<file path="src/rtl/pe_row_requant.sv">
// pe_row_requant: captures one row of signed PE accumulators in a single cycle,
// requantizes each column to a signed OUT_W value as
//   sat(round((acc * scale) >>> shift) + zero_point)
// and streams the results out one beat per cycle over valid/ready.
//
// Ports:
//   i_clk, i_arst        clock, asynchronous active-high reset
//   i_capture            capture pulse, honoured only while idle
//   i_acc                packed accumulators, column k at [k*ACC_W +: ACC_W]
//   i_scale, i_shift,
//   i_zero_point         requant config, latched together with i_acc
//   o_busy               a row is held or still draining
//   o_valid, i_ready     output handshake
//   o_data, o_index,
//   o_last               requantized value, its column, last-column flag
module pe_row_requant #(
  parameter int unsigned N_COLS  = 8,
  parameter int unsigned ACC_W   = 32,
  parameter int unsigned SCALE_W = 16,
  parameter int unsigned OUT_W   = 8
) (
  input  logic                      i_clk,
  input  logic                      i_arst,
  input  logic                      i_capture,
  input  logic [N_COLS*ACC_W-1:0]   i_acc,
  input  logic [SCALE_W-1:0]        i_scale,
  input  logic [5:0]                i_shift,
  input  logic [OUT_W-1:0]          i_zero_point,
  output logic                      o_busy,
  output logic                      o_valid,
  input  logic                      i_ready,
  output logic [OUT_W-1:0]          o_data,
  output logic [$clog2(N_COLS)-1:0] o_index,
  output logic                      o_last
);

  localparam int unsigned IDX_W  = $clog2(N_COLS);
  localparam int unsigned PROD_W = ACC_W + SCALE_W;
  // One extra bit so the rounding bias cannot overflow the largest product.
  localparam int unsigned RND_W  = PROD_W + 1;

  typedef enum logic [1:0] {StIdle, StDrain, StFlush} state_e;

  state_e                   state_q, state_d;
  logic [N_COLS*ACC_W-1:0]  row_q;
  logic [SCALE_W-1:0]       scale_q;
  logic [5:0]               shift_q;
  logic [OUT_W-1:0]         zp_q;
  logic [IDX_W-1:0]         issue_q;

  logic                     s1_valid_q;
  logic signed [PROD_W-1:0] s1_prod_q;
  logic [IDX_W-1:0]         s1_idx_q;
  logic                     s2_valid_q;
  logic signed [RND_W-1:0]  s2_val_q;
  logic [IDX_W-1:0]         s2_idx_q;

  logic                     advance;
  logic                     capture_fire;
  logic                     issue_fire;
  logic                     issue_last;
  logic                     last_hs;
  logic signed [ACC_W-1:0]  acc_sel;
  logic signed [PROD_W-1:0] prod;
  logic [5:0]               sh_c;
  logic signed [RND_W-1:0]  p_ext;
  logic signed [RND_W-1:0]  bias;
  logic signed [RND_W-1:0]  rounded;
  logic signed [RND_W-1:0]  zp_sum;
  logic [OUT_W-1:0]         sat_val;

  // A presented beat that is not accepted freezes the whole pipeline.
  assign advance      = !(o_valid && !i_ready);
  assign capture_fire = (state_q == StIdle) && i_capture;
  assign issue_fire   = (state_q == StDrain) && advance;
  assign issue_last   = (issue_q == IDX_W'(N_COLS - 1));
  assign last_hs      = o_valid && i_ready && o_last;

  always_comb begin
    state_d = state_q;
    unique case (state_q)
      StIdle:  if (i_capture) state_d = StDrain;
      StDrain: if (issue_fire && issue_last) state_d = StFlush;
      StFlush: if (last_hs) state_d = StIdle;
      default: state_d = StIdle;
    endcase
  end

  // S1 operand select and product.
  assign acc_sel = $signed(row_q[issue_q*ACC_W +: ACC_W]);
  assign prod    = acc_sel * $signed(scale_q);

  // S2 round half toward +inf, then arithmetic shift; shift 0 adds no bias.
  always_comb begin
    sh_c    = (shift_q > 6'(PROD_W - 1)) ? 6'(PROD_W - 1) : shift_q;
    p_ext   = {s1_prod_q[PROD_W-1], s1_prod_q};
    bias    = '0;
    if (sh_c != 6'd0) bias = RND_W'(1) << (sh_c - 6'd1);
    rounded = (p_ext + bias) >>> sh_c;
  end

  // S3 zero-point add and saturation.
  always_comb begin
    zp_sum  = s2_val_q + RND_W'($signed(zp_q));
    sat_val = zp_sum[OUT_W-1:0];
    if (zp_sum > $signed({{(RND_W-OUT_W+1){1'b0}}, {(OUT_W-1){1'b1}}})) begin
      sat_val = {1'b0, {(OUT_W-1){1'b1}}};
    end else if (zp_sum < $signed({{(RND_W-OUT_W+1){1'b1}}, {(OUT_W-1){1'b0}}})) begin
      sat_val = {1'b1, {(OUT_W-1){1'b0}}};
    end
  end

  always_ff @(posedge i_clk or posedge i_arst) begin
    if (i_arst) begin
      state_q <= StIdle;
      o_busy  <= 1'b0;
      row_q   <= '0;
      scale_q <= '0;
      shift_q <= '0;
      zp_q    <= '0;
      issue_q <= '0;
    end else begin
      state_q <= state_d;
      o_busy  <= (state_d != StIdle);
      if (capture_fire) begin
        row_q   <= i_acc;
        scale_q <= i_scale;
        shift_q <= i_shift;
        zp_q    <= i_zero_point;
        issue_q <= '0;
      end else if (issue_fire && !issue_last) begin
        issue_q <= issue_q + IDX_W'(1);
      end
    end
  end

  always_ff @(posedge i_clk or posedge i_arst) begin
    if (i_arst) begin
      s1_valid_q <= 1'b0;
      s1_prod_q  <= '0;
      s1_idx_q   <= '0;
      s2_valid_q <= 1'b0;
      s2_val_q   <= '0;
      s2_idx_q   <= '0;
      o_valid    <= 1'b0;
      o_data     <= '0;
      o_index    <= '0;
      o_last     <= 1'b0;
    end else if (advance) begin
      s1_valid_q <= issue_fire;
      s1_prod_q  <= prod;
      s1_idx_q   <= issue_q;
      s2_valid_q <= s1_valid_q;
      s2_val_q   <= rounded;
      s2_idx_q   <= s1_idx_q;
      o_valid    <= s2_valid_q;
      o_data     <= sat_val;
      o_index    <= s2_idx_q;
      o_last     <= s2_valid_q && (s2_idx_q == IDX_W'(N_COLS - 1));
    end
  end

endmodule

</file>
<file path="config.mk">
export PLATFORM = sky130hd
export DESIGN_NAME = pe_row_requant
export DESIGN_NICKNAME = d
export VERILOG_FILES = /design/src/rtl/pe_row_requant.sv
export SDC_FILE = /design/constraint.sdc
export NUM_CORES = 2
export LEC_CHECK = 0
export ABC_AREA = 0
export BUFFER_PORTS_ARGS = -buffer_cell sky130_fd_sc_hd__buf_2
export CELL_PAD_IN_SITES_DETAIL_PLACEMENT = 1
export CELL_PAD_IN_SITES_GLOBAL_PLACEMENT = 2
export CORE_MARGIN = 2
export CORE_UTILIZATION = 42
export CTS_CLUSTER_DIAMETER = 30
export DETAILED_ROUTE_END_ITERATION = 10
export GPL_ROUTABILITY_DRIVEN = 0
export PLACE_DENSITY_LB_ADDON = 0.15
export SYNTH_ARGS = -nofsm -noshare
export SYNTH_HDL_FRONTEND = slang
export SYNTH_SLANG_ARGS = --single-unit
export TNS_END_PERCENT = 100
</file>
<file path="constraint.sdc">
create_clock -name i_clk -period 38.7 [get_ports i_clk]
set_input_delay 3.87 -clock i_clk [delete_from_list [all_inputs] [get_ports i_clk]]
set_output_delay 3.87 -clock i_clk [all_outputs]
set_load 0.01 [all_outputs]
</file>
==> results.md <==
* Syn Std Cell Area at 45,200 sq um
* Adder-cell share of the synthesized area at 27.5%
* Period utilisation layout at 24.4%
* Mux cell area share after synthesis at 5.78%
* # Max-Cap Violations at 0
* WL per Instance at 23.1 um
* Longest Clk Path Bufs at 3
* Number of synthesized register bits at 410
* Slowest-stage cell, CP: dfrtp_4
* Die area at 110,000 sq um
* Number of gates resized after CTS at 0
* Initial antenna violation count at 13
* Synth top area share at 22.7%
* Hold_buf cts at 0
* Least-Margin Pin Slew at 1070 ps
* Pin count of the biggest net entering global routing at 198
* NumNets Final at 6,542
* IO Port Bufs at 303
* Slew Viols, Final at 0
* Syn Area/Cell at 8.39 sq um
* Syn. warnings at 0
* Slowest stage delay, CP at 940 ps
* Startpoint Class: flop
* Fmax at 106 MHz
* Die height at 332 um
* CP Buf/Inv Count at 6
* Grt total ovfl at 0
* Async SR Flop Fraction at 100%
* Req. time, crit path at 39,200 ps
* Critical path capture point type: flop
* Routed WL at 163,000 um
* Post-synth top cells: 1,421 x nand2_1, 613 x inv_1, 488 x fa_1
* Vias in the first global route at 42,800
* Die Width at 332 um
* Worst slew margin at 28.6%
* Post-Synth XOR/XNOR Area at 2.58%
* Core Area at 107,000 sq um
* Count leader, synth: nand2_1
* Initial Util at 42.3%
* Number of antenna-violating nets in the routed design at 0
* Simple-Gate Fraction of Synth Area at 21.4%
* Fin Clk Skew at 65.7 ps
* Setup violators final at 0
* Final core utilization at 48.3%
* Synthesized instance count at 5,388
* CP Max Fanout at 39
* Fillers at 12,600
* Worst-path clk slew at 40 ps
* DP Wirelength at 125,000 um
* Fraction of the mapped netlist area in compound gates at 12.3%
* Layout cells sized above 1 at 12.8%
* Setup repair bufs after CTS at 0
* Cell row count at 120
* First-pass GRT wire length at 254,000 um
* Crit path kind: reg2reg
* Sequential cell area fraction in the yosys report at 22.7%
* Root Driver: clkbuf_16
* Clock Latency Late Sink at 710 ps
* Final min period at 9430 ps
* Dominant delay contributor by cell family on the critical path: adder cells
* Io pins at 304
* Layout area overhead at 14.4%
* Setup tns final at 0 ps
* Status: finished, final reports clean
* Final hold vios at 0
* GRT Resource Usage Total at 29.6%
* CTS buffer count at 105
* Clock H-tree levels at 3
* RSZ-0062 raised after global routing: no
* Synth Net Count at 6,378
* DRT iter0 DRCs at 2,341
* Top cells by area, synth: dfrtp_1 23%, fa_1 22%, nand2_1 12%, ha_1 5.9%, inv_1 5.1%
* Count of different cell masters after synthesis at 103
* DRC at 0
* EDFF count, synth at 0
* Vias post-DR at 39,100
* Largest family of logic cells by synthesized area: adder cells
* Hold Crit Class: reg2reg
* Post-synth top area cell: dfrtp_1
* CTS tree: built
* DR vias/cell at 5.55
* Worst Path Arrival at 9930 ps
* Cell with the most instances on the worst path: fa_1
* Ys flop type: dfrtp_1
* CTS sink cnt at 410
* Router iterations before antenna repair at 5
[path summary, 6_finish.rpt]
check | from | end | slack (ps) | depth (start not counted)
hold reg to reg | s1_idx_q[1] | s2_idx_q[1] | 470 | 2
setup reg to reg | issue_q[0] | s1_prod_q[47] | 29270 | 27
setup / recovery | issue_q[0] | s1_prod_q[47] | 29270 | 27
min in group asynchronous | i_arst | row_q[35] | 3370 | 2
max in group asynchronous | i_arst | row_q[27] | 32980 | 4
hold / removal | s1_idx_q[1] | s2_idx_q[1] | 470 | 2
[cells in the final DEF (no fill, tap or decap), types with 13 or more instances in the layout]
cell type / netlist / layout
clkinv_2: 0 / 16
nand2b_1: 29 / 27
a221oi_1: 18 / 18
bufinv_16: 0 / 21
fa_1: 488 / 488
mux2i_1: 68 / 66
dfrtp_1: 410 / 407
buf_4: 2 / 55
inv_1: 613 / 612
a31oi_1: 32 / 32
mux4_2: 65 / 65
a211oi_1: 39 / 39
nor2b_1: 31 / 30
nand2_1: 1421 / 1420
or2_2: 17 / 17
o21ai_0: 145 / 145
and2_1: 195 / 195
o22ai_1: 14 / 14
o211ai_1: 42 / 42
xnor2_1: 82 / 82
a21oi_1: 238 / 234
o221ai_1: 13 / 13
o21a_1: 34 / 34
nor2_1: 254 / 254
or3_1: 16 / 16
clkbuf_1: 249 / 13
and3_1: 22 / 22
mux2_2: 40 / 40
buf_2: 31 / 303
nand4_1: 42 / 42
o21bai_1: 31 / 31
o21ai_1: 16 / 16
ha_1: 212 / 212
a21o_1: 70 / 70
nor3_1: 58 / 58
nand3_1: 53 / 53
nor4_1: 23 / 23
clkbuf_16: 0 / 105
xor2_1: 51 / 51
[tightest hold or removal path, cell delays in order, from the launching register on]
cell and delay, ps:
dfrtp_1 340, nand2_1 50, nand2_1 50
[stage by stage]
step,cells,hold WS (ps),worst slack [ps],cell area (sq um)
2_1_floorplan,5388,439,23420,45200
3_3_place_gp,6848,449,29380,47800
3_5_place_dp,6848,458,29170,47800
4_1_cts,7042,468,29130,51700
5_1_grt,7047,478,28630,51700
6_report,7050,468,29270,51700
[per-layer routing]
layer / wire length [um] / up-vias / global-route usage (%) / share of wire [%]
li1: - / 17900 / - / -
met1: 68100 / 20000 / 37.3 / 42
met2: 80800 / 934 / 51.3 / 50
met3: 6550 / 294 / 3.88 / 4.0
met4: 7210 / 8 / 12.4 / 4.4
met5: 49 / - / 0 / 0.030
[registers in the layout (all words and copies together), names as in the netlist]
name,cells
o_data,8
row_q,256
o_last,1
zp_q,8
shift_q,6
o_index,3
s2_idx_q,3
s2_valid_q,1
s1_prod_q,48
s1_valid_q,1
scale_q,16
state_q,2
issue_q,3
o_busy,1
s2_val_q,49
s1_idx_q,3
o_valid,1
[cell type report]
class,instances,area [sq um],share of cell area (%)
clock buffer,127,2800,5.42
timing repair buffer,360,1970,3.81
tap,1403,1760,3.40
multi-input combinational,4061,31500,60.9
clock inverter,67,1070,2.06
antenna,8,20.0,0.0387
inverter,614,2310,4.47
sequential,410,10300,19.9
[cell families after synthesis]
group / after synthesis
muxes: 174
buffers and inverters: 917
adders and majority gates: 700
DFF: 410
xor gates and xnor gates: 133
AOI/OAI and AO/OA: 837
and+or+nand+nor: 2216
other: 1
Power is not shown: default switching activity piles up to over one toggle a cycle in this logic, so the estimate is an artifact.
